<file path="src/rtl/wb_stage_pkg.sv">
// rtl/wb_stage_pkg.sv - shared widths, MEM latch layout and MMIO/canary constants for the writeback stage
package wb_stage_pkg;
    localparam int DBITS      = 32;
    localparam int REGNOBITS  = 5;
    localparam int NREGS      = 1 << REGNOBITS;
    localparam int CANARYBITS = 32;
    localparam int HEXBITS    = 24;
    localparam int LEDRBITS   = 10;

    localparam logic [DBITS-1:0]      ADDRHEX          = 32'hFFFF_F000;
    localparam logic [DBITS-1:0]      ADDRLEDR         = 32'hFFFF_F020;
    localparam logic [CANARYBITS-1:0] BUS_CANARY_VALUE = 32'hC0DE_CAFE;

    // Field order is MSB-first and fixes the packing of the MEM latch bus.
    typedef struct packed {
        logic [DBITS-1:0]      inst;
        logic [DBITS-1:0]      pc;
        logic [DBITS-1:0]      memaddr;
        logic [DBITS-1:0]      regval;
        logic [DBITS-1:0]      regval2;
        logic                  wr_mem;
        logic                  wr_reg;
        logic [REGNOBITS-1:0]  wregno;
        logic                  valid;
        logic [CANARYBITS-1:0] bus_canary;
    } mem_latch_t;

    localparam int MEM_latch_WIDTH  = $bits(mem_latch_t);
    localparam int WB_TO_DE_WIDTH   = 1 + REGNOBITS + DBITS;
    localparam int WB_TO_AGEX_WIDTH = WB_TO_DE_WIDTH;
    localparam int WB_TO_MEM_WIDTH  = 1;
endpackage

</file>
<file path="src/rtl/wb_stage_regfile_2r1w.sv">
// rtl/wb_stage_regfile_2r1w.sv - 32x32 register file, two async read ports with write-through, one sync write port
module regfile_2r1w
    import wb_stage_pkg::*;
(
    input  logic                 clk,
    input  logic                 reset,
    input  logic                 i_we,
    input  logic [REGNOBITS-1:0] i_waddr,
    input  logic [DBITS-1:0]     i_wdata,
    input  logic [REGNOBITS-1:0] i_raddr1,
    input  logic [REGNOBITS-1:0] i_raddr2,
    output logic [DBITS-1:0]     o_rdata1,
    output logic [DBITS-1:0]     o_rdata2
);
    logic [DBITS-1:0] r_regs [NREGS];
    logic [DBITS-1:0] w_rdata1;
    logic [DBITS-1:0] w_rdata2;

    always_ff @(posedge clk) begin
        if (reset) begin
            for (int i = 0; i < NREGS; i++) begin
                r_regs[i] <= '0;
            end
        end else if (i_we && (i_waddr != '0)) begin
            r_regs[i_waddr] <= i_wdata;
        end
    end

    // Entry 0 is never written; the read mux forces x0 to zero regardless.
    always_comb begin
        w_rdata1 = r_regs[i_raddr1];
        if (i_raddr1 == '0) begin
            w_rdata1 = '0;
        end else if (i_we && (i_waddr == i_raddr1)) begin
            w_rdata1 = i_wdata;
        end
    end

    always_comb begin
        w_rdata2 = r_regs[i_raddr2];
        if (i_raddr2 == '0) begin
            w_rdata2 = '0;
        end else if (i_we && (i_waddr == i_raddr2)) begin
            w_rdata2 = i_wdata;
        end
    end

    assign o_rdata1 = w_rdata1;
    assign o_rdata2 = w_rdata2;
endmodule

</file>
<file path="src/rtl/wb_stage.sv">
// rtl/wb_stage.sv - writeback stage: register commit, HEX/LEDR outputs, retire counter and sticky canary flag
module wb_stage
    import wb_stage_pkg::*;
(
    input  logic                        clk,
    input  logic                        reset,
    input  logic [MEM_latch_WIDTH-1:0]  from_MEM_latch,
    input  logic [REGNOBITS-1:0]        rs1_DE,
    input  logic [REGNOBITS-1:0]        rs2_DE,
    output logic [DBITS-1:0]            rs1_val_WB,
    output logic [DBITS-1:0]            rs2_val_WB,
    output logic [WB_TO_DE_WIDTH-1:0]   from_WB_to_DE,
    output logic [WB_TO_AGEX_WIDTH-1:0] from_WB_to_AGEX,
    output logic [WB_TO_MEM_WIDTH-1:0]  from_WB_to_MEM,
    output logic [HEXBITS-1:0]          HEX,
    output logic [LEDRBITS-1:0]         LEDR,
    output logic [DBITS-1:0]            retired_cnt,
    output logic                        canary_err
);
    mem_latch_t            w_mem;
    logic                  w_commit;
    logic                  w_canary_bad;
    logic                  w_unused;
    logic [HEXBITS-1:0]    r_hex;
    logic [LEDRBITS-1:0]   r_ledr;
    logic [DBITS-1:0]      r_retired_cnt;
    logic                  r_canary_err;

    assign w_mem    = from_MEM_latch;
    assign w_unused = ^{w_mem.inst, w_mem.pc, w_mem.regval2[DBITS-1:HEXBITS]};

    // Reset suppresses the commit so a discarded instruction is invisible to forwarding too.
    assign w_commit     = w_mem.valid && w_mem.wr_reg && (w_mem.wregno != '0) && !reset;
    assign w_canary_bad = w_mem.valid && (w_mem.bus_canary != BUS_CANARY_VALUE);

    regfile_2r1w u_regfile (
        .clk      (clk),
        .reset    (reset),
        .i_we     (w_commit),
        .i_waddr  (w_mem.wregno),
        .i_wdata  (w_mem.regval),
        .i_raddr1 (rs1_DE),
        .i_raddr2 (rs2_DE),
        .o_rdata1 (rs1_val_WB),
        .o_rdata2 (rs2_val_WB)
    );

    always_ff @(posedge clk) begin
        if (reset) begin
            r_hex         <= '0;
            r_ledr        <= '0;
            r_retired_cnt <= '0;
            r_canary_err  <= 1'b0;
        end else if (w_mem.valid) begin
            if (w_mem.wr_mem && (w_mem.memaddr == ADDRHEX)) begin
                r_hex <= w_mem.regval2[HEXBITS-1:0];
            end
            if (w_mem.wr_mem && (w_mem.memaddr == ADDRLEDR)) begin
                r_ledr <= w_mem.regval2[LEDRBITS-1:0];
            end
            r_retired_cnt <= r_retired_cnt + 1'b1;
            if (w_canary_bad) begin
                r_canary_err <= 1'b1;
            end
        end
    end

    assign from_WB_to_DE   = {w_commit, w_mem.wregno, w_mem.regval};
    assign from_WB_to_AGEX = {w_commit, w_mem.wregno, w_mem.regval};
    assign from_WB_to_MEM  = r_canary_err;
    assign HEX             = r_hex;
    assign LEDR            = r_ledr;
    assign retired_cnt     = r_retired_cnt;
    assign canary_err      = r_canary_err;
endmodule

</file>
<file path="config.mk">
export PLATFORM = sky130hd
export DESIGN_NAME = wb_stage
export DESIGN_NICKNAME = d
export VERILOG_FILES = /design/src/rtl/wb_stage_pkg.sv /design/src/rtl/wb_stage_regfile_2r1w.sv /design/src/rtl/wb_stage.sv
export SDC_FILE = /design/constraint.sdc
export NUM_CORES = 2
export LEC_CHECK = 0
export ABC_AREA = 1
export CORE_MARGIN = 5
export CORE_UTILIZATION = 35
export DETAILED_ROUTE_END_ITERATION = 7
export PLACE_DENSITY = 0.48
export SYNTH_ARGS = -nofsm -noshare
export SYNTH_HDL_FRONTEND = slang
export SYNTH_SLANG_ARGS = --single-unit
</file>
<file path="constraint.sdc">
create_clock -name clk -period 4.6 [get_ports clk]
set_input_delay 0.92 -clock clk [delete_from_list [all_inputs] [get_ports clk]]
set_output_delay 0.92 -clock clk [all_outputs]
set_load 0.005 [all_outputs]
</file>
After elaboration in Yosys (flattened, before gate mapping). Memory sizes are Yosys's and may differ from the RTL's. Index checks and enable logic that the tools add are counted.

Flip-flop bits (word level): 67. Memories kept: 1. Logic and storage cells: 40. Output and inout port bits: 208. RAM bits: 1024. Bits of input ports: 212.

Mux-type cells: 12. Reductions and logical operators: 17. Add/subtract/negate cells: 1. Equal/unequal tests: 5.

Memory list: u_regfile.r_regs (depth 32, bits a word 32, rd ports 2, clocked after Yosys merged registers in 0, write ports 32, RTL line wb_stage_regfile_2r1w.sv:15) `logic [DBITS-1:0] r_regs [NREGS];`.

Operators by type and width (count): 32-bit two-way mux (5); 32-bit == test, second input constant (2); 32-bit by 1-bit adder with 32-bit output, second input constant (1); 32-bit != test, second input constant (1); 32-bit OR reduction (1); 5-bit == test (2); 5-bit logical NOT (2); 1-bit logical AND (9); 1-bit two-way mux (6); 2-bit AND reduction (3); 5-bit two-way mux (1); 5-bit nonzero test (1); 1-bit logical NOT (1).

Logic depth before layout (Yosys ltp).
Word-level depth: 9. Depth in mapped cells: 15. Gate-level depth less buffers: 11.

By module. Synthesis repeated with hierarchy kept, for this count alone.

Cells, all modules: 8174. Area, all modules: 62746.4 µm².

Modules (own cells, without submodules): regfile_2r1w (cells each 7429, seq. area each 30749.5 µm², instances 1, area each 58277.1 µm²); wb_stage (cells each 745, seq. area each 1341.3 µm², instances 1, area each 4469.3 µm²).

Worst setup path after synthesis. Ideal clock, no wire load.

Path kind: input to register. Start: in from_MEM_latch[36]. End: mem u_regfile.r_regs[10][0] (enable). Setup time: 0.389 ns. Data required time: 4.211 ns. Path slack: 1.447 ns. Arrival: 2.764 ns. Cell stages on the path: 10. Buffers on the path: 2. Path through: buf_2 inv_1 nand2_1 nor2_2 nand2_1 nand2_4 nor3_2 nand2_1 buf_2 nand2_1.

RTL lines: from (decl) (RTL line wb_stage.sv:7) `input logic [MEM_latch_WIDTH-1:0] from_MEM_latch,`; to (decl) (RTL line wb_stage_regfile_2r1w.sv:15).

Final worst setup path.
Start: in from_MEM_latch[36]. End: out rs1_val_WB[7].

Word-level cells in the longest chain between the ends: 6. Elaborated cells between the ends (all ways): 7. Those cells by class: eq/ne (1); mux (2); reduce/logical (4).

RTL lines: 5-bit nonzero test (RTL line wb_stage.sv:33) `assign w_commit = w_mem.valid && w_mem.wr_reg && (w_mem.wregno != '0) && !reset;`; 1-bit logical AND (2 in a row) (RTL line wb_stage.sv:33); 1-bit logical AND * (RTL line wb_stage_regfile_2r1w.sv:34) `end else if (i_we && (i_waddr == i_raddr1)) begin`; 32-bit two-way mux * (RTL line wb_stage_regfile_2r1w.sv:34); 32-bit two-way mux * (RTL line wb_stage_regfile_2r1w.sv:32) `if (i_raddr1 == '0) begin`; to (decl) (RTL line wb_stage.sv:10) `output logic [DBITS-1:0] rs1_val_WB,`.

Mark *: on every way between the ends. The rest lies on a longest branch, timed or not.

==> reports/results.txt <==
CP Depth -> 11
Crit-path max FO -> 10
CP Data Required Time -> 3.68 ns
Final wirelength -> 270 mm
Setup TNS -> 0 ns
Total Power -> 0.0258 W
CP cell instances -> clkdlybuf4s50_1 -> buf_4 -> xor2_1 -> nor3_4 -> buf_4 -> nand3_1 -> nand2_1 -> inv_1 -> nand2_1 -> inv_1 -> clkdlybuf4s50_1
Gr usage total -> 27.5%
Status -> finished clean
Dominant cell type by area after synthesis -> edfxtp_1
Reg-to-reg slack, setup -> 2.71 ns
RSZ-0062 raised after global routing -> no
RR Startpoint -> retired_cnt[13]
Synth Area in Compound Gates -> 7.49%
Max Freq -> 0.220 GHz
Simple-gate share of the synthesized area -> 30.2%
Wire per inst -> 24.6 um
Crit. Startpoint -> from_MEM_latch[36]
Worst hold path depth -> 2
Crit Path Category -> in -> out
Post-place instance area -> 70400 um2
R2R cell count -> 7
Leakage power -> 32.4 nW
Avg Vias per Cell -> 5.41
Initial antenna violation count -> 3
Post-route cell area -> 74500 um2
Slowest stage delay, CP -> 0.62 ns
Startpoint Class -> input pin
First-pass DRT Iterations -> 8
Worst Tran Pin Value -> 1.07 ns
Fillers -> 18300
YS warnings -> 0
Vias in the first global route -> 56400
CP Capture Point -> rs1_val_WB[7]
ANT nets after route -> 0
Final Util -> 41.3%
Final Wtd Congestion -> 0.888
Max Slew Vio Count -> 0
Crit path time final -> 4.54 ns
Mux contribution to synthesized area -> 0%
Area grow syn2layout -> 17.9%
Data arrival time of the critical path -> 3.62 ns
Yosys reg bits -> 1091
Synth Instances -> 8371
Clk buf depth -> 3
Xor and xnor area share after synthesis -> 0.180%
Slowest CP cell -> clkdlybuf4s50_1
Primary FF master, synth -> edfxtp_1
Seq. cell area -> 32100 um2
Worst skew pair latency -> 0.77 ns
Nets -> 8712
Maximum vdd drop -> 283 uV
Library cells used by synthesis -> 37
Fin crit share -> 98.7%
Layout cells sized above 1 -> 7.56%
Synth top cells by count -> nand2_1 (1923), nor2_1 (1367), nand3_1 (1166)
Chip width -> 435 um
Post-CTS Hold Buffers -> 0
DR iter-0 viols -> 6815
Crit path max-delay family -> buffers and inverters
Core area -> 180000 um2
Gr ovfl total -> 0
Clock Skew -> 0.00505 ns
Final Hold Violating Endpoints -> 0
Pin count of the biggest net entering global routing -> 99
FP Rows -> 156
Via count -> 59300
Tightest Hold Check Type -> reg -> reg
PortBufs -> 347
Yosys top cell area share -> 48.7%
Worst hold slack -> 0.500 ns
Pwr dens -> 346 nW/um2
Initial core utilization -> 35.1%
Global-route wire length before repair -> 387 mm
Clock-pin slew on the worst setup and hold paths -> 0.06 ns
Worst flop-to-flop path endpoint -> retired_cnt[31]
Syn Std Cell Area -> 63200 um2
Htree depth -> 4
Max cap viols -> 0
Combinational family with the most area after synthesis -> simple AND/OR/NAND/NOR gates
Post-Synth Adder-Cell Area -> 0.0198%
Syn Area/Cell -> 7.55 um2
Root Driver -> clkbuf_16
Cell with the most instances after synthesis -> nand2_1
Multi-input gate area -> 24200 um2
DRC Markers -> 0
Total CTS buffers -> 136
Dominant cells by area after synthesis -> edfxtp_1 (49%), nand2_1 (11%), nand3_1 (9.2%)
Die ar. -> 189000 um2
Post-CTS resize count -> 0
Relative slew slack -> 29.0%
I/O Pins -> 420
Final setup vio count -> 0
Post-CTS setup buffers -> 0
Register area share after synthesis -> 50.8%
EDFF count, synth -> 1024
CTS tree -> built
CP Capture Type -> output port
Die Y-Extent -> 435 um
Sink Count -> 1091
Ys async rst share -> 0%
Dpl hpwl -> 162 mm
CP Buf/Inv Count -> 6
[worst min path at each step]
stage,from,to,slack [ns]
2_1_floorplan,canary_err,canary_err,0.46
3_3_place_gp,LEDR[4],LEDR[4],0.49
3_5_place_dp,LEDR[0],LEDR[0],0.50
4_1_cts,LEDR[2],LEDR[2],0.51
5_1_grt,retired_cnt[0],retired_cnt[0],0.54
6_report,canary_err,canary_err,0.50
[metal layers]
metal	track usage (%)	vias up	part of all wire [%]
met3	5.79	544	9.6
met4	12.4	2	4.8
met2	43.2	3027	45
met5	0	-	0.0048
li1	-	27100	-
met1	36.5	28600	41
[placed cells by master (no fill, tap or decap), types with 3 or more instances in the layout]
cell	n
nor3_4	3
inv_6	8
bufinv_16	5
nand3_1	1163
nor2_1	1362
edfxtp_1	1024
nor2_4	4
nor3_2	4
dfxtp_1	67
nand2_2	42
buf_12	94
clkinv_1	19
inv_8	4
clkinv_2	16
a21oi_1	438
or2_2	39
buf_4	260
nand2_1	1881
nor3_1	21
nand3_2	6
conb_1	32
clkbuf_1	42
o21ai_0	459
nor2_2	3
xnor2_1	7
buf_2	3
nand4_1	51
clkdlybuf4s50_1	336
clkbuf_16	142
xor2_1	6
inv_1	999
inv_2	3
o211ai_1	26
buf_8	4
[cell type report]
| class | instances | area share (%) |
|---|---|---|
| Timing Repair Buffer | 697 | 9.76 |
| Clock inverter | 49 | 0.527 |
| Tap cell | 2370 | 3.98 |
| Sequential cell | 1091 | 43.1 |
| Multi-Input combinational cell | 5564 | 32.5 |
| Clock buffer | 186 | 5.02 |
| Antenna cell | 1 | 0.00336 |
| Inverter | 1009 | 5.13 |
[state kept, by name, summed over array words and instances (netlist names)]
name,flops
LEDR,10
retired_cnt,32
HEX,24
canary_err,1
u_regfile.r_regs,1024
[stage by stage]
| stage | std cells | worst slack, ns |
|---|---|---|
| after detailed placement | 10700 | 0.125 |
| after global placement | 10700 | 0.118 |
| after global routing | 11000 | 0.0217 |
| after CTS | 11000 | 0.112 |
| final | 11000 | 0.0596 |
| after floorplan | 8402 | 1.45 |
[power breakdown]
group / internal, W / switching, W / total, W / leakage [nW]
clock network: 0.00595 / 0.00441 / 0.0104 / 2.01
logic: 0.00124 / 0.00267 / 0.00391 / 20.1
registers: 0.0113 / 0.000174 / 0.0115 / 10.3
[cell families (layout without fill, tap and decap cells)]
family	Yosys count	after routing
compound gates	930	930
xor+xnor	13	13
fa+ha+maj	1	1
buf+inv	1747	1941
flops	1091	1091
other cells	1	33
simple gates	4588	4588
[worst min-delay path, delay by kind of cell (launching register included)]
kind | cells | cell delay (ns)
flops | 1 | 0.34
simple gates | 2 | 0.12
Note: power is estimated with default switching activity, not from simulation.
